`src/rtl/larpix_ctrl_pkg.sv`:
```
// Shared types and default timing for the per-channel analog sequencers.
package larpix_ctrl_pkg;

    typedef enum logic [2:0] {
        IDLE,
        HOLD,
        SAMPLE,
        CONVERT,
        DONE,
        RESET
    } sar_state_t;

    localparam int ADCBITS_DEF       = 8;
    localparam int HOLD_CYCLES_DEF   = 3;
    localparam int SAMPLE_CYCLES_DEF = 2;
    localparam int RESET_CYCLES_DEF  = 4;

    // Used to size a counter that is shared by several timed states.
    function automatic int max3(input int a, input int b, input int c);
        int m;
        m = (a > b) ? a : b;
        return (m > c) ? m : c;
    endfunction

endpackage

```
`src/rtl/sync2.sv`:
```
// Two-flop synchronizer for a single asynchronous level input.
module sync2 (
    input  logic clk,
    input  logic reset,
    input  logic d_i,
    output logic q_o
);

    logic meta_q;
    logic sync_q;

    // NOTE: sequential state is updated with non-blocking assignments so every
    // flop samples the value from before the edge, regardless of statement order.
    always_ff @(posedge clk or posedge reset) begin
        if (reset) begin
            meta_q <= 1'b0;
            sync_q <= 1'b0;
        end else begin
            meta_q <= d_i;
            sync_q <= meta_q;
        end
    end

    assign q_o = sync_q;

endmodule

```
`src/rtl/sar_channel_ctrl.sv`:
```
// Per-channel sequencer: trigger, hold, sample, SAR conversion, handshake, CSA reset.
module sar_channel_ctrl
    import larpix_ctrl_pkg::*;
#(
    parameter int ADCBITS       = ADCBITS_DEF,
    parameter int HOLD_CYCLES   = HOLD_CYCLES_DEF,
    parameter int SAMPLE_CYCLES = SAMPLE_CYCLES_DEF,
    parameter int RESET_CYCLES  = RESET_CYCLES_DEF
) (
    input  logic               clk,
    input  logic               reset,
    input  logic               enable,
    input  logic               hit,
    input  logic               ext_trig,
    input  logic               comp,
    output logic               sample,
    output logic               strobe,
    output logic               csa_reset,
    output logic [ADCBITS-1:0] dac_word,
    output logic [ADCBITS-1:0] adc_word,
    output logic               adc_valid,
    input  logic               adc_ready,
    output logic               trig_ext,
    output logic               hit_dropped
);

    localparam int CNT_W = $clog2(max3(HOLD_CYCLES, SAMPLE_CYCLES, RESET_CYCLES) + 1);
    localparam int BIT_W = (ADCBITS > 1) ? $clog2(ADCBITS) : 1;

    // The shared counter holds the number of cycles left in the current timed state.
    localparam logic [CNT_W-1:0] HOLD_LOAD   = CNT_W'(HOLD_CYCLES);
    localparam logic [CNT_W-1:0] SAMPLE_LOAD = CNT_W'(SAMPLE_CYCLES);
    localparam logic [CNT_W-1:0] RESET_LOAD  = CNT_W'(RESET_CYCLES);
    localparam logic [CNT_W-1:0] CNT_LAST    = CNT_W'(1);
    localparam logic [BIT_W-1:0] BIT_FIRST   = BIT_W'(ADCBITS - 1);

    sar_state_t         state_q, state_d;
    logic [CNT_W-1:0]   cnt_q, cnt_d;
    logic [BIT_W-1:0]   bit_q, bit_d;
    logic               phase_q, phase_d;
    logic [ADCBITS-1:0] result_q, result_d;
    logic [ADCBITS-1:0] adc_word_q, adc_word_d;
    logic               trig_ext_q, trig_ext_d;
    logic               hit_dropped_q, hit_dropped_d;
    logic               hit_s_q;
    logic               hit_s;
    logic [ADCBITS-1:0] trial;

    sync2 u_hit_sync (
        .clk   (clk),
        .reset (reset),
        .d_i   (hit),
        .q_o   (hit_s)
    );

    // NOTE: every variable written here gets a default first, so no path can
    // leave one unassigned and infer a latch.
    always_comb begin
        state_d       = state_q;
        cnt_d         = cnt_q;
        bit_d         = bit_q;
        phase_d       = phase_q;
        result_d      = result_q;
        adc_word_d    = adc_word_q;
        trig_ext_d    = trig_ext_q;
        hit_dropped_d = hit_dropped_q;

        unique case (state_q)
            IDLE: begin
                if (ext_trig || (enable && hit_s)) begin
                    trig_ext_d = ext_trig;
                    if (HOLD_CYCLES == 0) begin
                        state_d = SAMPLE;
                        cnt_d   = SAMPLE_LOAD;
                    end else begin
                        state_d = HOLD;
                        cnt_d   = HOLD_LOAD;
                    end
                end
            end
            HOLD: begin
                if (cnt_q == CNT_LAST) begin
                    state_d = SAMPLE;
                    cnt_d   = SAMPLE_LOAD;
                end else begin
                    cnt_d = cnt_q - 1'b1;
                end
            end
            SAMPLE: begin
                if (cnt_q == CNT_LAST) begin
                    state_d  = CONVERT;
                    bit_d    = BIT_FIRST;
                    phase_d  = 1'b0;
                    result_d = '0;
                end else begin
                    cnt_d = cnt_q - 1'b1;
                end
            end
            CONVERT: begin
                // Phase A strobes the comparator; its decision is taken at the end of phase B.
                if (!phase_q) begin
                    phase_d = 1'b1;
                end else begin
                    phase_d         = 1'b0;
                    result_d[bit_q] = comp;
                    if (bit_q == '0) begin
                        adc_word_d = result_d;
                        state_d    = DONE;
                    end else begin
                        bit_d = bit_q - 1'b1;
                    end
                end
            end
            DONE: begin
                if (adc_ready) begin
                    state_d       = RESET;
                    cnt_d         = RESET_LOAD;
                    hit_dropped_d = 1'b0;
                end
            end
            RESET: begin
                if (cnt_q == CNT_LAST) begin
                    state_d = IDLE;
                end else begin
                    cnt_d = cnt_q - 1'b1;
                end
            end
            default: begin
                state_d = RESET;
                cnt_d   = RESET_LOAD;
            end
        endcase

        // A new hit edge while busy is lost; the flag records it for the event builder.
        if ((state_q != IDLE) && enable && hit_s && !hit_s_q) begin
            hit_dropped_d = 1'b1;
        end
    end

    always_ff @(posedge clk or posedge reset) begin
        if (reset) begin
            state_q       <= RESET;
            cnt_q         <= RESET_LOAD;
            bit_q         <= '0;
            phase_q       <= 1'b0;
            result_q      <= '0;
            adc_word_q    <= '0;
            trig_ext_q    <= 1'b0;
            hit_dropped_q <= 1'b0;
            hit_s_q       <= 1'b0;
        end else begin
            state_q       <= state_d;
            cnt_q         <= cnt_d;
            bit_q         <= bit_d;
            phase_q       <= phase_d;
            result_q      <= result_d;
            adc_word_q    <= adc_word_d;
            trig_ext_q    <= trig_ext_d;
            hit_dropped_q <= hit_dropped_d;
            hit_s_q       <= hit_s;
        end
    end

    always_comb begin
        trial        = '0;
        trial[bit_q] = 1'b1;
    end

    assign dac_word    = (state_q == CONVERT) ? (result_q | trial) : '0;
    assign strobe      = (state_q == CONVERT) && !phase_q;
    assign sample      = (state_q == SAMPLE);
    assign csa_reset   = (state_q == RESET);
    assign adc_valid   = (state_q == DONE);
    assign adc_word    = adc_word_q;
    assign trig_ext    = trig_ext_q;
    assign hit_dropped = hit_dropped_q;

endmodule
```
`config.mk`:
```
export PLATFORM = sky130hd
export DESIGN_NAME = sar_channel_ctrl
export DESIGN_NICKNAME = d
export VERILOG_FILES = /design/src/rtl/larpix_ctrl_pkg.sv /design/src/rtl/sync2.sv /design/src/rtl/sar_channel_ctrl.sv
export SDC_FILE = /design/constraint.sdc
export NUM_CORES = 1
export LEC_CHECK = 0
export CORE_UTILIZATION = 35
export CTS_CLUSTER_DIAMETER = 30
export CTS_CLUSTER_SIZE = 24
export DETAILED_ROUTE_END_ITERATION = 16
export DONT_BUFFER_PORTS = 1
export PLACE_DENSITY_LB_ADDON = 0.25
export SYNTH_ARGS = -nofsm -noshare
export SYNTH_HDL_FRONTEND = slang
export SYNTH_SLANG_ARGS = --single-unit
```
`constraint.sdc`:
```
create_clock -name clk -period 1.5 [get_ports clk]
set_input_delay 0.15 -clock clk [delete_from_list [all_inputs] [get_ports clk]]
set_output_delay 0.15 -clock clk [all_outputs]
set_load 0.005 [all_outputs]
```
# Yosys cells after proc, flatten, opt, wreduce, memory -nomap -nowiden
# Index checks and enable logic that the tools add are counted.
[totals] ramBits=0 wordCells=86 regBits=31 romBits=0 latchBits=0 memories=0 in_bits=7
[classes] muxes=30 magnitude_cmp=2 shifts=0 n_reduce_logical=24 n_div=0 n_bitwise=2 eq_ne=15 n_mul=0 n_addsub=2
[op_table] operator="3-bit 2-to-1 mux" count=14
[op_table] operator="8-bit 2-to-1 mux" count=3
[op_table] operator="3-bit case mux with 6 select lines" count=1
[op_table] operator="8-bit case mux with 2 select lines" count=1
[op_table] operator="3-bit case mux with 5 select lines" count=1
[op_table] operator="2-bit != test, second input constant" count=6
[op_table] operator="8-bit bitwise mux" count=1
[op_table] operator="8-bit bitwise OR" count=1
[op_table] operator="4-bit AND reduction" count=2
[op_table] operator="7-bit AND reduction" count=1
[op_table] operator="3-bit by 1-bit == test with 1-bit output, second input constant" count=2
[op_table] operator="3-bit by 2-bit == test with 1-bit output, second input constant" count=2
[op_table] operator="3-bit == test, second input constant" count=2
[op_table] operator="1-bit logical AND" count=6
[op_table] operator="3-bit logical NOT" count=2
[op_table] operator="1-bit 2-to-1 mux" count=6
[op_table] operator="2-bit by 1-bit != test with 1-bit output, second input constant" count=3
[op_table] operator="3-bit case mux with 2 select lines" count=1
[op_table] operator="2-bit AND reduction" count=3
[op_table] operator="3-bit AND reduction" count=2
[op_table] operator="2-bit nonzero test" count=3
[op_table] operator="3-bit by 1-bit subtractor with 3-bit output, second input constant" count=2
[op_table] operator="3-bit by 4-bit < comparator with 1-bit output, second input constant" count=1
[op_table] operator="1-bit demux with 3-bit select" count=1
[op_table] operator="7 further kinds" count=8

# Depth between registers and ports, before layout
[depth] word_depth=7 mapped_depth=8 ltp_nobuf=6

# Modules after synthesis
# A second synthesis with hierarchy kept.
[hier_totals] hier_cells=201 hier_area_um2=1845.5
[modules_own_cells] module="sar_channel_ctrl" area_each_um2=1791.7 cells_per_inst=198 n_inst=1 seq_area_each_um2=729.4
[modules_own_cells] module="sync2" area_each_um2=53.8 cells_per_inst=3 n_inst=1 seq_area_each_um2=50.0

# Worst setup path after synthesis
# No wires, ideal clock.
[synth_timing] path_kind="reg2reg" start="register cnt_q[1]" end="register cnt_q[1]" required_ns=1.375 stages_incl_launch_ff=7 arrival_time_ns=1.562 synth_period_minus_slack_ns=1.687 slack_ns=-0.187 path_cell_list="dfrtp_1 > inv_1 > ha_1 > nand2b_2 > a2111oi_2 > or3_4 > mux2_4"
[synth_via] elab_chain_len=3 elab_cells_between_ends=7 classes_between="add/sub (1); eq/ne (2); mux (3); reduce/logical (1)"
[synth_rtl] element="from (decl)" line="sar_channel_ctrl.sv:38" text="logic [CNT_W-1:0] cnt_q, cnt_d;"
[synth_rtl] element="from (signal assigned)" line="sar_channel_ctrl.sv:153" text="cnt_q <= cnt_d;"
[synth_rtl] element="3-bit by 1-bit subtractor with 3-bit output or 3-bit by 1-bit == test with 1-bit output (tied branches)"
[synth_rtl] element="3-bit 2-to-1 mux, or another cell as far along" line="sar_channel_ctrl.sv:90, sar_channel_ctrl.sv:122"
[synth_rtl] element="3-bit case mux with 5 select lines or 4-bit AND reduction (tied branches)"
# Parallel ways exist; a longest one is shown, timed or not. The select of a mux whose other input is x is not followed.
# A chain may end at the register's enable or synchronous reset.

# Worst setup path after layout
[layout_timing] start="register state_q[0]" end="register cnt_q[1]"
[layout_via] elab_chain_len=4 elab_cells_between_ends=13 classes_between="eq/ne (8); mux (1); bitwise (1); reduce/logical (3)"
[layout_rtl] element="from (decl)" line="sar_channel_ctrl.sv:37" text="sar_state_t state_q, state_d;"
[layout_rtl] element="from (signal assigned)" line="sar_channel_ctrl.sv:152" text="state_q <= state_d;"
[layout_rtl] element="3-bit by 2-bit == test with 1-bit output or 3-bit == test (tied branches)" line="sar_channel_ctrl.sv:68" text="unique case (state_q)"
[layout_rtl] element="2-bit OR reduction (no source line)"
[layout_rtl] element="2-bit != test (no source line)"
[layout_rtl] element="4-bit AND reduction (no source line)"
# Parallel ways exist; a longest one is shown, timed or not.

==> summary.md <==
| Metric | Value |
|---|---|
| Prevailing post-synth register cell | dfrtp_1 |
| Grt ovf | 0 |
| Hold Crit Class | in2reg |
| Design Power | roughly 6000 uW |
| Syn Area/Cell | approximately 9 um2 |
| Final design utilization | 0.5896 |
| PortBufs | 0 |
| Largest net degree at the start of global routing | 21 |
| Final Slew Violations | 0 |
| Top cell type's share of synthesized area | 0.3946 |
| Skew final | 0.01090 ns |
| Synth unique cells | just under 50 |
| Met2 Routed Length | about 2300 um |
| Failing checks | negative setup slack |
| TritonRoute pass-1 iters | 4 |
| Per-cell routed wire length | 15.28 um |
| Sequential share of the synthesized area | 0.4390 |
| Place WS | -0.1924 ns |
| Vias in the first global route | 1628 |
| Hold path depth | 1 |
| Post-synth ARST share | 1.000 |
| Min-delay src | ext_trig |
| Synth top area cells | dfrtp_1, nor2_1, o21ai_0 |
| Initial antenna violation count | 0 |
| WP data required | between 1.5 and 2 ns |
| Final HPWL DP | just over 3000 um |
| Min cycle time layout | approximately 1.7 ns |
| Seq cells post-synth | 31 |
| R2R Setup Slk | -0.20 ns |
| CTS tree | yes |
| Worst-path clk slew | ~0.06 ns |
| Synth Cell Area | around 1800 um2 |
| Core Rows | 25 |
| Dpl cell area | ~2200 um2 |
| Io pins | 29 |
| CP Max Fanout | 6 |
| Max_cap viols | 0 |
| GPL Wtd Cong | around 0.79 |
| Die Footprint | around 5400 um2 |
| Chip width | roughly 73 um |
| Post-Layout Cell Count | 329 |
| GR Util All Layers | 0.1992 |
| Mapped Cells | 197 |
| Vias | about 1600 |
| First-pass GRT wire length | around 8000 um |
| Synth area leader | dfrtp_1 |
| RR Endpoint | cnt_q[1]$_DFFE_PP0P_ |
| Ant. Diodes | 0 |
| Net count, final | 272 |
| CP arrival | 1.88 ns |
| CTS Buffer Depth | 2 |
| VDD IR-drop max | ~0.00074 V |
| Leak | 0.001254 uW |
| Metal-1 WL | approximately 2400 um |
| Synth warn | 0 |
| DRT iter0 DRCs | between 100 and 150 |
| Die height | about 73 um |
| Clock root cell | clkbuf_8 |
| Reg-to-reg startpoint | state_q[0]$_DFFE_PP1P_ |
| Critical path class | reg2reg |
| Core Area | a little under 5000 um2 |
| Setup ws final | -0.2012 ns |
| Final instance area | approximately 2800 um2 |
| Synthesized net count | approximately 210 |
| Slew Limit Headroom | 0.6513 |
| Final worst-path cycle share | 1.134 |
| Fmax | roughly 590 MHz |
| Uppermost routed layer | met4 |
| Htree depth | 2 |
| DRT antenna net count | 0 |
| Number of fill cells in the layout | roughly 420 |
| Met3 wire len | 183 um |
| Reg2reg path depth | 7 |
| Worst-margin pin slew | roughly 0.52 ns |
| Clock latency on the worst-skew pair | about 0.3 ns |
| Power Density | roughly 2100 nW/um2 |
| Vias/cell | roughly 5.0 |
| Placed cell count | just under 300 |
| Initial Util | 0.3686 |
| Total CTS buffers | 5 |
| P&R area growth vs syn | 59.97% |
| Setup violators final | 27 |
| Crit end category | flop |
| RSZ-0062 raised after global routing | yes |
| Number of enable flip-flop cells after synthesis | 0 |
| Final Hold Vio Count | 0 |
| CP Launch Type | flop |
| Worst Hold End | trig_ext$_DFFE_PP0P_ |
| Proportion of layout cells with a drive suffix above 1 | 0.5267 |
| Clock tree sinks | 31 |
| Drc violations | 0 |
| Final wirelength | approximately 5000 um |
| Status | complete, but fails checks |
## Yosys cell counts, types with 2 or more instances
library cell,n
clkbuf_1,4
nand3_1,4
ha_1,4
inv_1,14
mux2i_1,8
nor2_1,26
o21bai_1,2
nor3b_1,2
nor3_1,5
dfrtp_1,28
and3_1,3
and2_1,2
a21oi_1,6
a31oi_1,2
a22o_1,2
nor3b_2,2
o31ai_1,2
o32a_1,3
buf_2,2
nand2b_1,2
o32ai_1,3
dfstp_2,3
nor2b_1,3
o21ai_0,18
nand2_1,22
buf_6,2
## layer usage
metal  up-vias  global-route usage
li1        813                   -
met1       793              0.2779
met2        34              0.2973
met3         7             0.04696
met4         0             0.07625
met5         -                   0
## worst max-delay path by stage
stage                                 endpoint                    from
after floorplan           cnt_q[1]$_DFFE_PP0P_    cnt_q[2]$_DFFE_PP1P_
after global placement    cnt_q[1]$_DFFE_PP0P_  state_q[0]$_DFFE_PP1P_
after detailed placement  cnt_q[1]$_DFFE_PP0P_  state_q[0]$_DFFE_PP1P_
after CTS                               sample                    flop
after global routing      cnt_q[1]$_DFFE_PP0P_    cnt_q[1]$_DFFE_PP0P_
final                     cnt_q[1]$_DFFE_PP0P_  state_q[0]$_DFFE_PP1P_
## state kept, by name, summed over array words and instances (netlist names), named ones only
name	cells
adc_word	8
result_q	8
bit_q	3
cnt_q	3
state_q	2
hit_dropped	1
hit_s_q	1
phase_q	1
trig_ext	1
u_hit_sync.meta_q	1
u_hit_sync.q_o	1
## area by class of cell
| type | count | area [um2] | share of cell area |
|---|---|---|---|
| clock buffers | 7 | 96.34 | 0.03392 |
| clock inverters | 1 | 7.507 | 0.002643 |
| inverters | 15 | 58.81 | 0.02070 |
| multi-input cells | 142 | 1194 | 0.4203 |
| flip-flops and latches | 31 | 780.7 | 0.2749 |
| well taps | 67 | 83.83 | 0.02952 |
| repair buffers | 66 | 619.3 | 0.2181 |
## placed cells by master (no fill, tap or decap), drive strengths merged, types with 2 or more instances in the layout
master	count
a2111oi	2
a21oi	7
a22o	2
a31oi	2
and2	2
and3	3
buf	63
clkbuf	7
dfrtp	28
dfstp	3
dlygate4sd3	3
ha	4
inv	15
mux2i	8
nand2	23
nand2b	3
nand3	4
nor2	26
nor2b	3
nor3	5
nor3b	4
o21ai	19
o21bai	2
o31ai	2
o32a	3
o32ai	4
or3	2
## worst max-delay path, stage by stage, from the launching register on
cell and delay (ns):
dfstp_2 0.62, buf_6 0.14, buf_4 0.13, inv_1 0.07, buf_4 0.16, nor2_1 0.10
o32ai_1 0.09, mux2_4 0.27
## logic make-up (layout without fill, tap and decap cells)
logic type | after synthesis | count (layout) | share of synthesized area
flip-flops | 31 | 31 | 0.4390
buffers and inverters | 25 | 89 | 0.06553
multiplexers | 9 | 9 | 0.05356
XOR/XNOR | 1 | 1 | 0.004934
adder cells (fa/ha/maj) | 4 | 4 | 0.02819
AND/OR/NAND/NOR | 81 | 82 | 0.2304
AO/OA/AOI/OAI | 46 | 46 | 0.1783
## metrics by stage
step | TNS, ns | hold WS, ns
global route | -4.134 | 0.02112
floorplan | -0.2459 | 0.1814
CTS | -1.871 | 0.003468
finish | -2.417 | 0.007666
global placement | -1.242 | 0.09850
detailed placement | -1.480 | 0.1026
## power breakdown
group / internal [uW] / switching [uW] / leakage [uW]
clock: 417 / 344 / 0.0000505
sequential: 1230 / 392 / 0.000347
combinational: 2010 / 1710 / 0.000857
total: 3660 / 2450 / 0.00125
## what timing repair did
item / CTS / global route
endpoints found under the setup margin: 36 / 39
gates cloned: 0 / 1
endpoints found under the hold margin: 11 / 0
pin swaps: 24 / 12
hold buffers: 3 / 0
buffers inserted: 17 / 6
resized for setup: 58 / 47
No activity file was read; power rests on OpenSTA's default activity.
